**src/rtl/tone_gen_pkg.sv**
```systemverilog
// Shared types and constant tables for the tone generator.
// TONE_INC holds the per-symbol phase increments for a 24-bit accumulator
// at Fs = 48 kHz. SINE_Q is one quarter of a 256-point sine wave at 16-bit
// full scale. rampGain is only used when TONE_GEN_RAMP_EN is defined.
package tone_gen_pkg;

    typedef enum logic [1:0] {
        IDLE = 2'd0,
        LOAD = 2'd1,
        PLAY = 2'd2,
        GAP  = 2'd3
    } state_t;

    localparam logic [15:0] FULL_SCALE = 16'd32767;

    localparam logic [31:0] TONE_INC [0:7] = '{
        32'd174763, 32'd244668, 32'd314573, 32'd384478,
        32'd454383, 32'd524288, 32'd594193, 32'd664098
    };

    localparam logic [15:0] SINE_Q [0:63] = '{
        16'd0,     16'd804,   16'd1608,  16'd2410,  16'd3212,  16'd4011,  16'd4808,  16'd5602,
        16'd6393,  16'd7179,  16'd7962,  16'd8739,  16'd9512,  16'd10278, 16'd11039, 16'd11793,
        16'd12539, 16'd13279, 16'd14010, 16'd14732, 16'd15446, 16'd16151, 16'd16846, 16'd17530,
        16'd18204, 16'd18868, 16'd19519, 16'd20159, 16'd20787, 16'd21403, 16'd22005, 16'd22594,
        16'd23170, 16'd23731, 16'd24279, 16'd24811, 16'd25329, 16'd25832, 16'd26319, 16'd26790,
        16'd27245, 16'd27683, 16'd28105, 16'd28510, 16'd28898, 16'd29268, 16'd29621, 16'd29956,
        16'd30273, 16'd30571, 16'd30852, 16'd31113, 16'd31356, 16'd31580, 16'd31785, 16'd31971,
        16'd32137, 16'd32285, 16'd32412, 16'd32521, 16'd32609, 16'd32678, 16'd32728, 16'd32757
    };

    // Envelope gain for sample k of a tone of length len: min(k, len-1-k, cap).
    // Callers guarantee k <= len-1, so the remaining count never underflows.
    function automatic logic [31:0] rampGain(input logic [31:0] k,
                                             input logic [31:0] len,
                                             input logic [31:0] cap);
        logic [31:0] remaining;
        logic [31:0] gain;
        remaining = len - 32'd1 - k;
        gain      = (k < remaining) ? k : remaining;
        if (gain > cap) begin
            gain = cap;
        end
        return gain;
    endfunction

endpackage

```
**src/rtl/tone_sine_rom.sv**
```systemverilog
// Quarter-wave sine lookup with a registered output.
// idx_i[7:6] selects the quadrant: odd quadrants read the table mirrored,
// quadrants 2 and 3 are negated. zero_i forces the registered sample to 0
// so gap samples can travel down the same pipeline as tone samples.
module tone_sine_rom
    import tone_gen_pkg::*;
#(
    parameter int SAMPLE_W = 16
) (
    input  logic                       clk_i,
    input  logic                       rst_i,
    input  logic [7:0]                 idx_i,
    input  logic                       zero_i,
    output logic signed [SAMPLE_W-1:0] sample_o
);

    logic [5:0]                 lowIdx;
    logic [15:0]                magnitude;
    logic signed [16:0]         signedVal;
    logic signed [SAMPLE_W-1:0] sample_d;
    logic signed [SAMPLE_W-1:0] sample_q;

    // Fold the 8-bit phase index onto the quarter-wave table and apply the sign.
    always_comb begin
        lowIdx = idx_i[5:0];
        if (idx_i[6]) begin
            lowIdx = 6'(7'd64 - {1'b0, idx_i[5:0]});
        end
        magnitude = SINE_Q[lowIdx];
        if (idx_i[6] && (idx_i[5:0] == 6'd0)) begin
            magnitude = FULL_SCALE;
        end
        signedVal = $signed({1'b0, magnitude});
        if (idx_i[7]) begin
            signedVal = -signedVal;
        end
        sample_d = SAMPLE_W'(signedVal);
        if (zero_i) begin
            sample_d = '0;
        end
    end

    // Register the looked-up sample; this is the second pipeline stage.
    always_ff @(posedge clk_i or posedge rst_i) begin
        if (rst_i) begin
            sample_q <= '0;
        end else begin
            sample_q <= sample_d;
        end
    end

    assign sample_o = sample_q;

endmodule

```
**src/rtl/tone_gen_fsm.sv**
```systemverilog
// Tone-link transmitter: one DDS sine burst per accepted 3-bit symbol,
// followed by GAP_LEN zero samples.
// Pipeline: tick -> phase/index register -> registered ROM read (2 cycles).
// Optional macro TONE_GEN_RAMP_EN adds a linear attack/decay envelope and a
// third pipeline stage holding the scaled sample.
module tone_gen_fsm
    import tone_gen_pkg::*;
#(
    parameter int PHASE_W  = 24,
    parameter int SAMPLE_W = 16,
    parameter int GAP_LEN  = 16
`ifdef TONE_GEN_RAMP_EN
    ,
    parameter int RAMP_SHIFT = 4
`endif
) (
    input  logic                       clk_in,
    input  logic                       rst_in,
    input  logic [2:0]                 tone_ident,
    input  logic                       tone_valid_in,
    output logic                       tone_ready_out,
    input  logic [31:0]                recording_length,
    input  logic                       sample_tick_in,
    output logic signed [SAMPLE_W-1:0] sample_out,
    output logic                       sample_valid_out,
    output logic                       busy_out,
    output logic                       symbol_done_out
);

    localparam logic [31:0] GAP_LAST = (GAP_LEN > 0) ? 32'(GAP_LEN - 1) : 32'd0;

    state_t               state_q;
    logic [2:0]           ident_q;
    logic [31:0]          len_q;
    logic [PHASE_W-1:0]   inc_q;
    logic [PHASE_W-1:0]   phase_q;
    logic [31:0]          count_q;
    logic [31:0]          gapCnt_q;
    logic                 ready_q;
    logic                 done_q;
    logic [7:0]           idx1_q;
    logic                 zero1_q;
    logic                 vld1_q;
    logic                 vld2_q;
    logic signed [SAMPLE_W-1:0] romSample;

`ifdef TONE_GEN_RAMP_EN
    localparam int          GAIN_W   = RAMP_SHIFT + 1;
    localparam int          PROD_W   = SAMPLE_W + GAIN_W + 1;
    localparam logic [31:0] RAMP_MAX = 32'(1) << RAMP_SHIFT;

    logic [GAIN_W-1:0]          gain1_q;
    logic [GAIN_W-1:0]          gain2_q;
    logic                       vld3_q;
    logic signed [SAMPLE_W-1:0] sample3_q;
    logic signed [PROD_W-1:0]   product_d;
`endif

    // Symbol FSM plus the first pipeline stage (phase index capture on each tick).
    always_ff @(posedge clk_in or posedge rst_in) begin
        if (rst_in) begin
            state_q  <= IDLE;
            ident_q  <= '0;
            len_q    <= '0;
            inc_q    <= '0;
            phase_q  <= '0;
            count_q  <= '0;
            gapCnt_q <= '0;
            ready_q  <= 1'b0;
            done_q   <= 1'b0;
            idx1_q   <= '0;
            zero1_q  <= 1'b0;
            vld1_q   <= 1'b0;
`ifdef TONE_GEN_RAMP_EN
            gain1_q  <= '0;
`endif
        end else begin
            vld1_q <= 1'b0;
            done_q <= 1'b0;
            case (state_q)
                IDLE: begin
                    if (ready_q && tone_valid_in) begin
                        ident_q <= tone_ident;
                        len_q   <= recording_length;
                        ready_q <= 1'b0;
                        state_q <= LOAD;
                    end else begin
                        ready_q <= 1'b1;
                    end
                end
                LOAD: begin
                    inc_q    <= PHASE_W'(TONE_INC[ident_q]);
                    phase_q  <= '0;
                    count_q  <= '0;
                    gapCnt_q <= '0;
                    state_q  <= (len_q == 32'd0) ? GAP : PLAY;
                end
                PLAY: begin
                    if (sample_tick_in) begin
                        idx1_q  <= phase_q[PHASE_W-1 -: 8];
                        zero1_q <= 1'b0;
                        vld1_q  <= 1'b1;
                        phase_q <= phase_q + inc_q;
                        count_q <= count_q + 32'd1;
`ifdef TONE_GEN_RAMP_EN
                        gain1_q <= GAIN_W'(rampGain(count_q, len_q, RAMP_MAX));
`endif
                        if (count_q == len_q - 32'd1) begin
                            state_q <= GAP;
                        end
                    end
                end
                GAP: begin
                    if (GAP_LEN == 0) begin
                        state_q <= IDLE;
                        done_q  <= 1'b1;
                    end else if (sample_tick_in) begin
                        zero1_q <= 1'b1;
                        vld1_q  <= 1'b1;
`ifdef TONE_GEN_RAMP_EN
                        gain1_q <= '0;
`endif
                        if (gapCnt_q == GAP_LAST) begin
                            state_q <= IDLE;
                            done_q  <= 1'b1;
                        end else begin
                            gapCnt_q <= gapCnt_q + 32'd1;
                        end
                    end
                end
                default: state_q <= IDLE;
            endcase
        end
    end

    // Second stage: valid flag travels alongside the registered ROM read.
    always_ff @(posedge clk_in or posedge rst_in) begin
        if (rst_in) begin
            vld2_q <= 1'b0;
        end else begin
            vld2_q <= vld1_q;
        end
    end

    tone_sine_rom #(
        .SAMPLE_W (SAMPLE_W)
    ) u_rom (
        .clk_i    (clk_in),
        .rst_i    (rst_in),
        .idx_i    (idx1_q),
        .zero_i   (zero1_q),
        .sample_o (romSample)
    );

`ifdef TONE_GEN_RAMP_EN
    // Envelope multiply of the ROM sample by its gain (gain in units of 2**-RAMP_SHIFT).
    always_comb begin
        product_d = PROD_W'(romSample) * PROD_W'($signed({1'b0, gain2_q}));
    end

    // Third stage: keep gain aligned with the ROM read, then register the scaled sample.
    always_ff @(posedge clk_in or posedge rst_in) begin
        if (rst_in) begin
            gain2_q   <= '0;
            vld3_q    <= 1'b0;
            sample3_q <= '0;
        end else begin
            gain2_q   <= gain1_q;
            vld3_q    <= vld2_q;
            sample3_q <= SAMPLE_W'(product_d >>> RAMP_SHIFT);
        end
    end

    assign sample_out       = sample3_q;
    assign sample_valid_out = vld3_q;
`else
    assign sample_out       = romSample;
    assign sample_valid_out = vld2_q;
`endif

    assign tone_ready_out  = ready_q;
    assign busy_out        = (state_q != IDLE);
    assign symbol_done_out = done_q;

endmodule

```
**config.mk**
```make
export PLATFORM = sky130hd
export DESIGN_NAME = tone_gen_fsm
export DESIGN_NICKNAME = d
export VERILOG_FILES = /design/src/rtl/tone_gen_pkg.sv /design/src/rtl/tone_sine_rom.sv /design/src/rtl/tone_gen_fsm.sv
export SDC_FILE = /design/constraint.sdc
export NUM_CORES = 1
export LEC_CHECK = 0
export ABC_AREA = 1
export BUFFER_PORTS_ARGS = -buffer_cell sky130_fd_sc_hd__buf_4
export CAP_MARGIN = 10
export CORE_AREA = 5 5 163 165
export DETAILED_ROUTE_END_ITERATION = 7
export DIE_AREA = 0 0 168 170
export PLACE_DENSITY = 0.67
export RECOVER_POWER = 100
export SYNTH_ARGS = -nofsm -noshare
export SYNTH_HDL_FRONTEND = slang
export SYNTH_HIERARCHICAL = 1
export SYNTH_SLANG_ARGS = --single-unit
```
**constraint.sdc**
```tcl
create_clock -name clk_in -period 5.31 [get_ports clk_in]
set_input_delay 0.7965 -clock clk_in [delete_from_list [all_inputs] [get_ports clk_in]]
set_output_delay 0.7965 -clock clk_in [all_outputs]
set_load 0.01 [all_outputs]
```
* Yosys cells after proc, flatten, opt, wreduce, memory -nomap -nowiden *
Memories as Yosys holds them, arrays and structs flattened. A register that Yosys moved wholly into a read port is not among the register bits.
Index checks and enable logic that the tools add are counted.

cells by class
  multiplexer cells = 29
  equal/unequal tests = 11
  reductions and logical operators = 16
  add/sub/neg operators = 6
  $lt $le $gt $ge = 1
  bitwise logic cells = 2

operators by type and width
  kind                                                                   number
  32-bit one-hot mux with 2 select lines                                 2
  32-bit two-way mux                                                     3
  16-bit two-way mux                                                     5
  32-bit by 1-bit adder with 32-bit output (second input constant)       2
  24-bit one-hot mux with 2 select lines                                 1
  32-bit == test                                                         1
  32-bit by 4-bit == test with 1-bit output (second input constant)      1
  32-bit logical NOT                                                     1
  32-bit by 1-bit subtractor with 32-bit output (second input constant)  1
  24-bit adder                                                           1
  24-bit two-way mux                                                     1
  16-bit negator                                                         1
  2-bit inequality test (second input constant)                          6
  2-bit two-way mux                                                      5
  1-bit two-way mux                                                      9
  2-bit one-hot mux with 4 select lines                                  1
  2-bit nonzero test                                                     4
  7-bit >= comparator (second input constant)                            1
  6-bit inverter with 7-bit output                                       1
  6-bit logical NOT                                                      1
  6-bit two-way mux                                                      1
  2-bit AND reduction                                                    3
  3-bit AND reduction                                                    2
  1-bit by 6-bit subtractor with 6-bit output (first input constant)     1
  8 further kinds                                                        10

word-level totals
  bits in read-only memories = 1280
  input bits = 39
  register bits after elaboration = 154
  logic and storage cells = 80
  output and inout bits = 20
  memories kept = 2

memories
  name             depth  width  rd ports  clocked after Yosys merged registers in  wr ports  RTL line             RTL
  (no name shown)  64     16     1         0                                        0         tone_sine_rom.sv:29  magnitude = SINE_Q[lowIdx];
  (no name shown)  8      32     1         1                                        0         tone_gen_fsm.sv:92   inc_q <= PHASE_W'(TONE_INC[ident_q]);

* Depth between registers and ports, before layout *
Gate-level depths: netlist of the first run.

  depth in word-level cells = 10
  mapped depth = 24
  mapped depth without buffers = 23

* Modules after synthesis *
Netlist of the first run, hierarchy kept.

modules (own cells, without submodules)
  module         cells each  seq. area each (um^2)  area an instance (um^2)  times used
  tone_gen_fsm   1366        3653.5                 9544.2                   1
  tone_sine_rom  481         400.4                  2743.9                   1

* Worst setup path after synthesis of the first run *
OpenSTA, ideal clock, no wires.

  path kind = flip-flop to flip-flop
  start point = register idx1_q[0]
  end point = register u_rom.sample_q[8], in the netlist u_rom/sample_o[8]
  path slack = 2.110 ns
  clock period less this slack = 3.200 ns
  path buffers = 0
  stages on the path, launching flop included = 21
  data required time = 5.190 ns
  setup time = 0.120 ns
  data arrival time = 3.080 ns
  path through = dfrtp_1 inv_1 ha_1 o21ai_1 ha_1 inv_1 nand2_2 nand2_1 nand2_1 nand3_1 nand3_1 nand3_2 inv_1 ha_1 nand2_1 nor2_1 nand2_2 nand2_4 nand2_1 o21ai_0 nor2_1

between the ends
  cells in the longest elaborated chain, start to end = 10
  elaborated cells between the ends (all ways) = 12
  classes of those cells = add/sub (2); mux (6); bitwise (1); reduce/logical (2); memory (1)

ends and longest elaborated chain
  what                                                    RTL line             RTL
  start: declaration                                      tone_gen_fsm.sv:41   logic [7:0] idx1_q;
  start signal: assignment                                tone_gen_fsm.sv:100  idx1_q <= phase_q[PHASE_W-1 -: 8];
  1-bit by 6-bit subtractor with 6-bit output             tone_sine_rom.sv:27  lowIdx = 6'(7'd64 - {1'b0, idx_i[5:0]});
  6-bit two-way mux                                       tone_sine_rom.sv:26  if (idx_i[6]) begin
  6-bit inverter with 7-bit output (implied by the code)  tone_sine_rom.sv:29
  memory read 64 x 16 bit                                 --
  16-bit two-way mux (implied by the code) (2 in series)  tone_sine_rom.sv:29
  16-bit two-way mux *                                    tone_sine_rom.sv:30  if (idx_i[6] && (idx_i[5:0] == 6'd0)) begin
  16-bit negator                                          tone_sine_rom.sv:35  signedVal = -signedVal;
  16-bit two-way mux *                                    tone_sine_rom.sv:34  if (idx_i[7]) begin
  16-bit two-way mux *                                    tone_sine_rom.sv:38  if (zero_i) begin
  via u_rom.sample_d[8]                                   tone_sine_rom.sv:20  logic signed [SAMPLE_W-1:0] sample_d;
  end signal: assignment                                  tone_sine_rom.sv:48  sample_q <= sample_d;
  end: declaration                                        tone_sine_rom.sv:21  logic signed [SAMPLE_W-1:0] sample_q;

The timed path passes the listed nets; every way through them passes the cells marked *. The select of a mux whose other input is x is not followed.
A chain may end at the register's enable or synchronous reset.

* Worst setup path after layout of the first run *
  start point = register idx1_q[0]
  end point = register u_rom.sample_q[12], in the netlist u_rom/sample_o[12]

Same word-level chain as after synthesis.

==> flow_summary.yaml, run 1 <==
min_path:
  min_from: "vld1_q"
  min_to: "sample_valid_out"
  worst_hold_path.num_cells: 0
  hp-class: "reg2reg"
global_routing:
  grt_antenna_before_repair: 0
  grt_start_max_net_pins: 107
  overflow: 0
  gr-usage-all-layers_pct: 24.3
  grt_pass1_vias: 11300
  wire_length_of_the_first_global_routing_pass_um: 57400
worst_setup_path:
  cp_slowest_cell: "o21ai_0"
  worstPathBufferInverterCount: 3
  r2r_start: "idx1_q[0]"
  rr_worst_depth: 21
  worstReg2RegEnd: "u_rom/sample_o[12]"
  timing.critical_path.required_ns: 5.69
  path_delay_family: "simple AND/OR/NAND/NOR gates"
  worst_setup_path_start_kind: "flop"
  critical_path.max_fanout: 10
  cp-end-kind: "flop"
  max_stage_delay_ns: 1.05
  worst-setup-path-type: "reg2reg"
  dominant_cell_type_by_count_on_the_critical_path: "nand2_1"
  crit_path_cell_trace: "inv_1, ha_1, o21ai_0, ha_1, inv_1, nand2_1, nand2_1, nand2_1, nand3_1, nand3_1, nand3_1, inv_1, ha_1, nand2_1, nor2_1, nand2_2, nand2_4, nand3_1, nand2_1, nand2_1, nor2_1"
  critPathArrivalTime_ns: 4.73
  setup.reg_to_reg.worst_slack_ns: 0.96
job:
  max_cap_violations: 4
die:
  dieHeight_um: 170
  ios: 59
  floorplan.die.width_um: 168
  fp.dieArea_um2: 28600
  site_row_count: 58
  core-area_um2: 24900
  floorplan.initialDensity_pct: 49.4
timing:
  min_period_ns: 4.35
  setup_total_negative_slack_ns: 0
  maxClockFrequency_mhz: 230
  post-route-worst-setup-slack_ns: 0.956
  slew_headroom_pct: -51.1
  timing.clock.skew_ns: 0.0184
  final-setup-viol-count: 0
  unrepaired_setup_endpoints_after_global_routing: "false"
  timing_max_transition_violations_final: 184
  finalCritPeriodShare_pct: 82.0
  timing_worst_slew_pin_value_ns: 2.27
  timing_hold_violations_final: 0
clocking:
  cts_repair_resize_count: 0
  cts_buffers: 17
  tritoncts_num_sinks: 162
  clock_latency_on_the_worst_skew_pair_ns: 0.45
  cts_max_level: 4
  cts_root_buffer: "clkbuf_16"
  hold_buffers: 0
  post-cts-setup-buffers: 0
  cts_tree: "yes"
  clk_transition_reported_paths_ns: 0.07
  clock_tree.buffer_depth: 2
logic_synthesis:
  yosysWarnings: 6
  syn-mean-instance-area_um2: 6.65
  synth.lib_cells_used.distinct: 52
  synth_edf_count: 0
  synth-seq-cells: 162
  synthesis.nets: 1931
  netlist_instances: 1847
  synth_top_flop_cell: "dfrtp_1"
  synth.area.top_cells: "dfrtp_1 (33%), nand2_1 (18%), nand3_1 (6.4%)"
  synth_top_area_cell: "dfrtp_1"
  synthArstFlopShare_pct: 100
  synth_top_area_share_pct: 33.0
  mappedNetlistArea_um2: 12300
  ys_seq_area_share_pct: 33.0
power:
  vdd_drop_max_mv: 0.204
  report.power.total_mw: 7.13
  internal-power_mw: 3.49
  powerDensity_nw_per_um2: 533
  power.share.clock_pct: 18.0
  combPwrFrac_pct: 55.2
  seq_power_share_pct: 26.8
  switch_share_pct: 51.1
  leakagePower_nw: 6.60
  power.net_switching_mw: 3.64
place:
  globalplace.congestion: 0.942
  post-dp-hpwl_um: 25100
  dpl_worst_slack_ns: 1.41
  cell_count_after_placement: 2194
  numPortBuffers: 58
  dpl-instance-area_um2: 12900
layout:
  most_frequent_standard_cell_in_the_layout_excluding_fill_and_tap_cells: "nand2_1"
  post_layout_nonfiller_instances: 2226
  antenna_diode_count: 0
  flow.area_growth_from_synthesis_pct: 8.71
  mostFrequentLayoutCells: "nand2_1 (591), nor2_1 (190), inv_1 (182)"
  post-route-cell-area_um2: 13400
  post_route_cells_drive_above_1_share_pct: 8.12
  nets: 1967
  layout.filler_cells: 2532
drt:
  detail_route.vias_per_cell: 5.45
  routed_wire_length_per_instance_um: 15.5
  drtIter0Drc: 1055
  postRouteAntennaNets: 0
  wirelength_um: 34400
  remaining_drc_errors: 0
  firstDrtPassIters: 8
  via_count: 12100
run_status:
  failed_checks: "capacitance limit, slew limit"
  status: "complete, but fails checks"
worst register-to-register path, delay by kind of cell, from the launching register on:
| kind | cells | cell delay (ns) |
|---|---|---|
| simple gates | 14 | 1.30 |
| buf+inv | 3 | 0.44 |
| compound gates | 1 | 1.05 |
| flops | 1 | 0.56 |
| fa+ha+maj | 3 | 0.93 |
final cells by class:
| cell class | instances | area, um2 | share of cell area [%] |
|---|---|---|---|
| Sequential cell | 162 | 4050 | 30.3 |
| Multi-Input combinational cell | 1440 | 7150 | 53.6 |
| Clock inverter | 15 | 166 | 1.25 |
| Clock buffer | 17 | 425 | 3.18 |
| Inverter | 197 | 752 | 5.63 |
| Tap cell | 330 | 413 | 3.09 |
| Timing Repair Buffer | 65 | 394 | 2.95 |
sequential cells by signal, summed over array words and instances (netlist names):
| name | cells |
|---|---|
| count_q | 32 |
| gapCnt_q | 32 |
| len_q | 32 |
| phase_q | 24 |
| u_rom/sample_o | 16 |
| idx1_q | 8 |
| inc_q | 8 |
| ident_q | 3 |
| state_q | 2 |
| sample_valid_out | 1 |
| symbol_done_out | 1 |
| tone_ready_out | 1 |
| vld1_q | 1 |
| zero1_q | 1 |
power groups by stage:
stage                     sequential, mW  clock (mW)  combinational (mW)
after floorplan                     1.83           0                3.12
after global placement              1.92           0                3.93
after detailed placement            1.93           0                3.97
after CTS                           1.91        1.31                3.99
after global routing                1.96        1.36                4.50
final                               1.91        1.28                3.93
cells in the mapped netlist (all sizes together) (2+ instances only):
library cell / n
dfrtp: 162
nand2: 621
clkbuf: 20
xnor2: 9
a21oi: 70
inv: 194
a32o: 2
a21o: 3
or2: 6
o22ai: 2
ha: 44
nand3: 171
and3: 2
buf: 28
nor3: 29
o221ai: 3
xor2: 33
nand3b: 6
nand4: 44
clkinv: 3
nor4: 18
a22o: 2
o31ai: 2
o21ai: 150
nor2: 209
o21bai: 6
worst max path at each step:
stage | depth (start not counted) | end | startpoint
final | 21 | u_rom/sample_o[12] | idx1_q[0]
after global routing | 8 | len_q[15] | state_q[0]
after CTS | 20 | u_rom/sample_o[10] | idx1_q[0]
after detailed placement | 20 | u_rom/sample_o[10] | idx1_q[0]
after global placement | 20 | u_rom/sample_o[8] | idx1_q[0]
after floorplan | 1 | count_q[0] | rst_in
metrics by stage:
step / utilization, % / hold WS (ns)
2_1_floorplan: - / 0.331
3_3_place_gp: 51.9 / 0.343
3_5_place_dp: 51.9 / 0.358
4_1_cts: 54.3 / 0.381
5_1_grt: 53.7 / 0.374
6_report: 53.7 / 0.377
metal layers:
layer  wire (um)  global-route usage, %  up-vias
met2       15900                   39.8      331
met4         809                   7.13        0
met5           0                      0        -
met3        1510                   3.07       64
li1            -                      -     6082
met1       16200                   34.0     5662
logic make-up (layout without fill, tap and decap cells):
logic type / after synthesis / after routing / synth area share (%)
fa+ha+maj: 45 / 45 / 4.64
xor+xnor: 42 / 42 / 2.99
compound gates: 244 / 244 / 10.5
simple gates: 1107 / 1107 / 40.3
buf+inv: 245 / 294 / 8.40
flops: 162 / 162 / 33.0
mux: 2 / 2 / 0.173
Note: power is estimated with default switching activity, not from simulation.
==> inputs of run 2 (changes only) <==
- ABC_AREA: 1 -> 0
- CORE_AREA: 5 5 163 165 -> 5 5 157 159
- DIE_AREA: 0 0 168 170 -> 0 0 162 164
- PLACE_DENSITY: 0.67 -> 0.66
- clock period: 5.31 -> 4.05 ns (I/O delays scaled with it)
==> run 2 against run 1 <==
The run still ends with capacitance limit, slew limit left; area after synthesis down 8.1%; combinational power up 58%; register-to-register slack worse by 0.84 ns; first-iteration DRC count down 40%; sequential power up 34%; routed wire length down 15%; via count down 18%; power up 46%; sequential cell count unchanged; setup slack worse by 0.84 ns; largest power group unchanged.
==> flow_summary.yaml, run 2 <==
drt:
  via_count: 9904
  firstDrtPassIters: 6
  drtIter0Drc: 630
  routed_wire_length_per_instance_um: 18.0
  postRouteAntennaNets: 0
  wirelength_um: 29400
  detail_route.vias_per_cell: 6.07
  remaining_drc_errors: 0
worst_setup_path:
  critPathArrivalTime_ns: 4.24
  cp_slowest_cell: "or3_1"
  worst_setup_path_start_kind: "flop"
  setup.reg_to_reg.worst_slack_ns: 0.12
  r2r_start: "idx1_q[1]"
  crit_path_cell_trace: "buf_4, or3_4, a211o_1, a211oi_1, a211oi_1, a311oi_1, o31ai_1, clkbuf_1, or3_1, o31a_1, mux2_1"
  timing.critical_path.required_ns: 4.36
  worst-setup-path-type: "reg2reg"
  cp-end-kind: "flop"
  startpoint: "idx1_q[1]"
  critical_path.max_fanout: 14
  worstPathBufferInverterCount: 2
  path_delay_family: "compound AO/OA/AOI/OAI gates"
  max_stage_delay_ns: 0.52
  dominant_cell_type_by_count_on_the_critical_path: "a211oi_1"
run_status:
  status: "complete, but fails checks"
  failed_checks: "capacitance limit, slew limit"
timing:
  min_period_ns: 3.93
  timing_max_transition_violations_final: 214
  slew_headroom_pct: -34.7
  setup_total_negative_slack_ns: 0
  timing.clock.skew_ns: 0.0109
  finalCritPeriodShare_pct: 97.0
  timing_hold_violations_final: 0
  post-route-worst-setup-slack_ns: 0.121
  timing_worst_slew_pin_value_ns: 2.02
  maxClockFrequency_mhz: 255
  hold_ws_ns: 0.275
  unrepaired_setup_endpoints_after_global_routing: "false"
  final-setup-viol-count: 0
place:
  post-dp-hpwl_um: 20900
  dpl-instance-area_um2: 12300
  dpl_worst_slack_ns: 0.192
  globalplace.congestion: 0.981
  cell_count_after_placement: 1599
  numPortBuffers: 58
clocking:
  clock_latency_on_the_worst_skew_pair_ns: 0.42
  cts_repair_resize_count: 0
  tritoncts_num_sinks: 162
  cts_buffers: 17
  cts_max_level: 4
  post-cts-setup-buffers: 0
  hold_buffers: 0
  clock_tree.buffer_depth: 2
  clk_transition_reported_paths_ns: 0.07
  cts_tree: "yes"
  cts_root_buffer: "clkbuf_16"
logic_synthesis:
  synth_top_area_share_pct: 35.9
  synth.lib_cells_used.distinct: 99
  synth_top_flop_cell: "dfrtp_1"
  yosysMostFrequentCell: "dfrtp_1"
  yosysWarnings: 6
  synth_edf_count: 0
  syn-mean-instance-area_um2: 8.94
  mappedNetlistArea_um2: 11300
  ys_seq_area_share_pct: 35.9
  netlist_instances: 1263
  netlist_top_cells_count: "dfrtp_1 (162), nand2_1 (139), nor2_1 (111), o21ai_0 (68), nand3_1 (60)"
  synthesis.nets: 1347
  synth.area.top_cells: "dfrtp_1 (36%), ha_1 (4.9%), nand2_1 (4.6%)"
  synthArstFlopShare_pct: 100
  synth_top_area_cell: "dfrtp_1"
  synth-seq-cells: 162
die:
  ios: 59
  fp.dieArea_um2: 26600
  floorplan.die.width_um: 162
  site_row_count: 56
  core-area_um2: 23100
  dieHeight_um: 164
  floorplan.initialDensity_pct: 48.9
layout:
  biggestRegsByFlops: "count_q: 32 flops, gapCnt_q: 32 flops, len_q: 32 flops"
  post_route_cells_drive_above_1_share_pct: 14.9
  layout.filler_cells: 2123
  antenna_diode_count: 0
  mostFrequentLayoutCells: "dfrtp_1 (162), nand2_1 (139), nor2_1 (111)"
  nets: 1412
  flow.area_growth_from_synthesis_pct: 12.4
  most_frequent_standard_cell_in_the_layout_excluding_fill_and_tap_cells: "dfrtp_1"
  post-route-cell-area_um2: 12700
  finalCoreUtilization_pct: 54.9
  post_layout_nonfiller_instances: 1631
power:
  vdd_drop_max_mv: 0.353
  powerDensity_nw_per_um2: 818
  report.power.total_mw: 10.4
  leakagePower_nw: 5.43
global_routing:
  grt_start_max_net_pins: 147
  gr-usage-all-layers_pct: 22.3
  overflow: 0
  wire_length_of_the_first_global_routing_pass_um: 48800
  grt_pass1_vias: 9583
  grt_antenna_before_repair: 0
min_path:
  hp-class: "in2async"
job:
  max_cap_violations: 3
[run 2: cell types whose count changed after synthesis, sizes merged, moves of 36 or more]
cell   previous run  this run
xnor2             9        45
inv             194        30
nor2            209       112
mux2              1        43
nand2           621       139
nand3           171        61
o21ai           150        73
[run 2: worst paths after layout]
| kind | to | cells past startpoint |
|---|---|---|
| max | u_rom/sample_o[9] | 11 |
| min | u_rom/sample_o[11] | 2 |
| max reg2reg | u_rom/sample_o[9] | 11 |
| min reg2reg | sample_valid_out | 0 |
| max in group asynchronous | idx1_q[0] | 3 |
| min in group clk_in | sample_valid_out | 0 |
[run 2: routing by layer]
metal / up-vias / track usage [%] / part of all wire [%]
li1: 4774 / - / -
met1: 4796 / 29.3 / 45
met2: 271 / 37.2 / 48
met3: 63 / 3.99 / 4.9
met4: 0 / 7.96 / 2.8
met5: - / 0 / 0
[run 2: cells by family (layout without fill, tap and decap cells)]
logic type,after synthesis,after routing,share of synthesized area (%)
AND/OR/NAND/NOR,494,494,22.1
AO/OA/AOI/OAI,299,299,18.9
flip-flops,162,162,35.9
XOR/XNOR,101,101,8.00
buffers and inverters,96,174,3.72
multiplexers,66,66,6.32
adder cells (fa/ha/maj),45,45,5.05
[run 2: power by group]
part	switching (mW)	internal [mW]	leakage, nW
combinational	3.68	2.52	3.00
sequential	0.518	2.04	2.13
clock	0.749	0.879	0.293
[run 2: worst register-to-register path, cell delays in order (launching register included)]
cell,delay (ns)
dfrtp_1,0.38
buf_4,0.16
or3_4,0.43
a211o_1,0.50
a211oi_1,0.41
a211oi_1,0.09
a311oi_1,0.35
o31ai_1,0.18
clkbuf_1,0.18
or3_1,0.53
o31a_1,0.29
mux2_1,0.32
[run 2: layout make-up]
type / count / area [um2] / share of cell area (%)
clock buffers: 17 / 425 / 3.35
repair buffers: 112 / 752 / 5.92
multi-input cells: 1005 / 6820 / 53.7
well taps: 290 / 363 / 2.86
clock inverters: 15 / 163 / 1.28
inverters: 30 / 119 / 0.937
flip-flops and latches: 162 / 4050 / 31.9
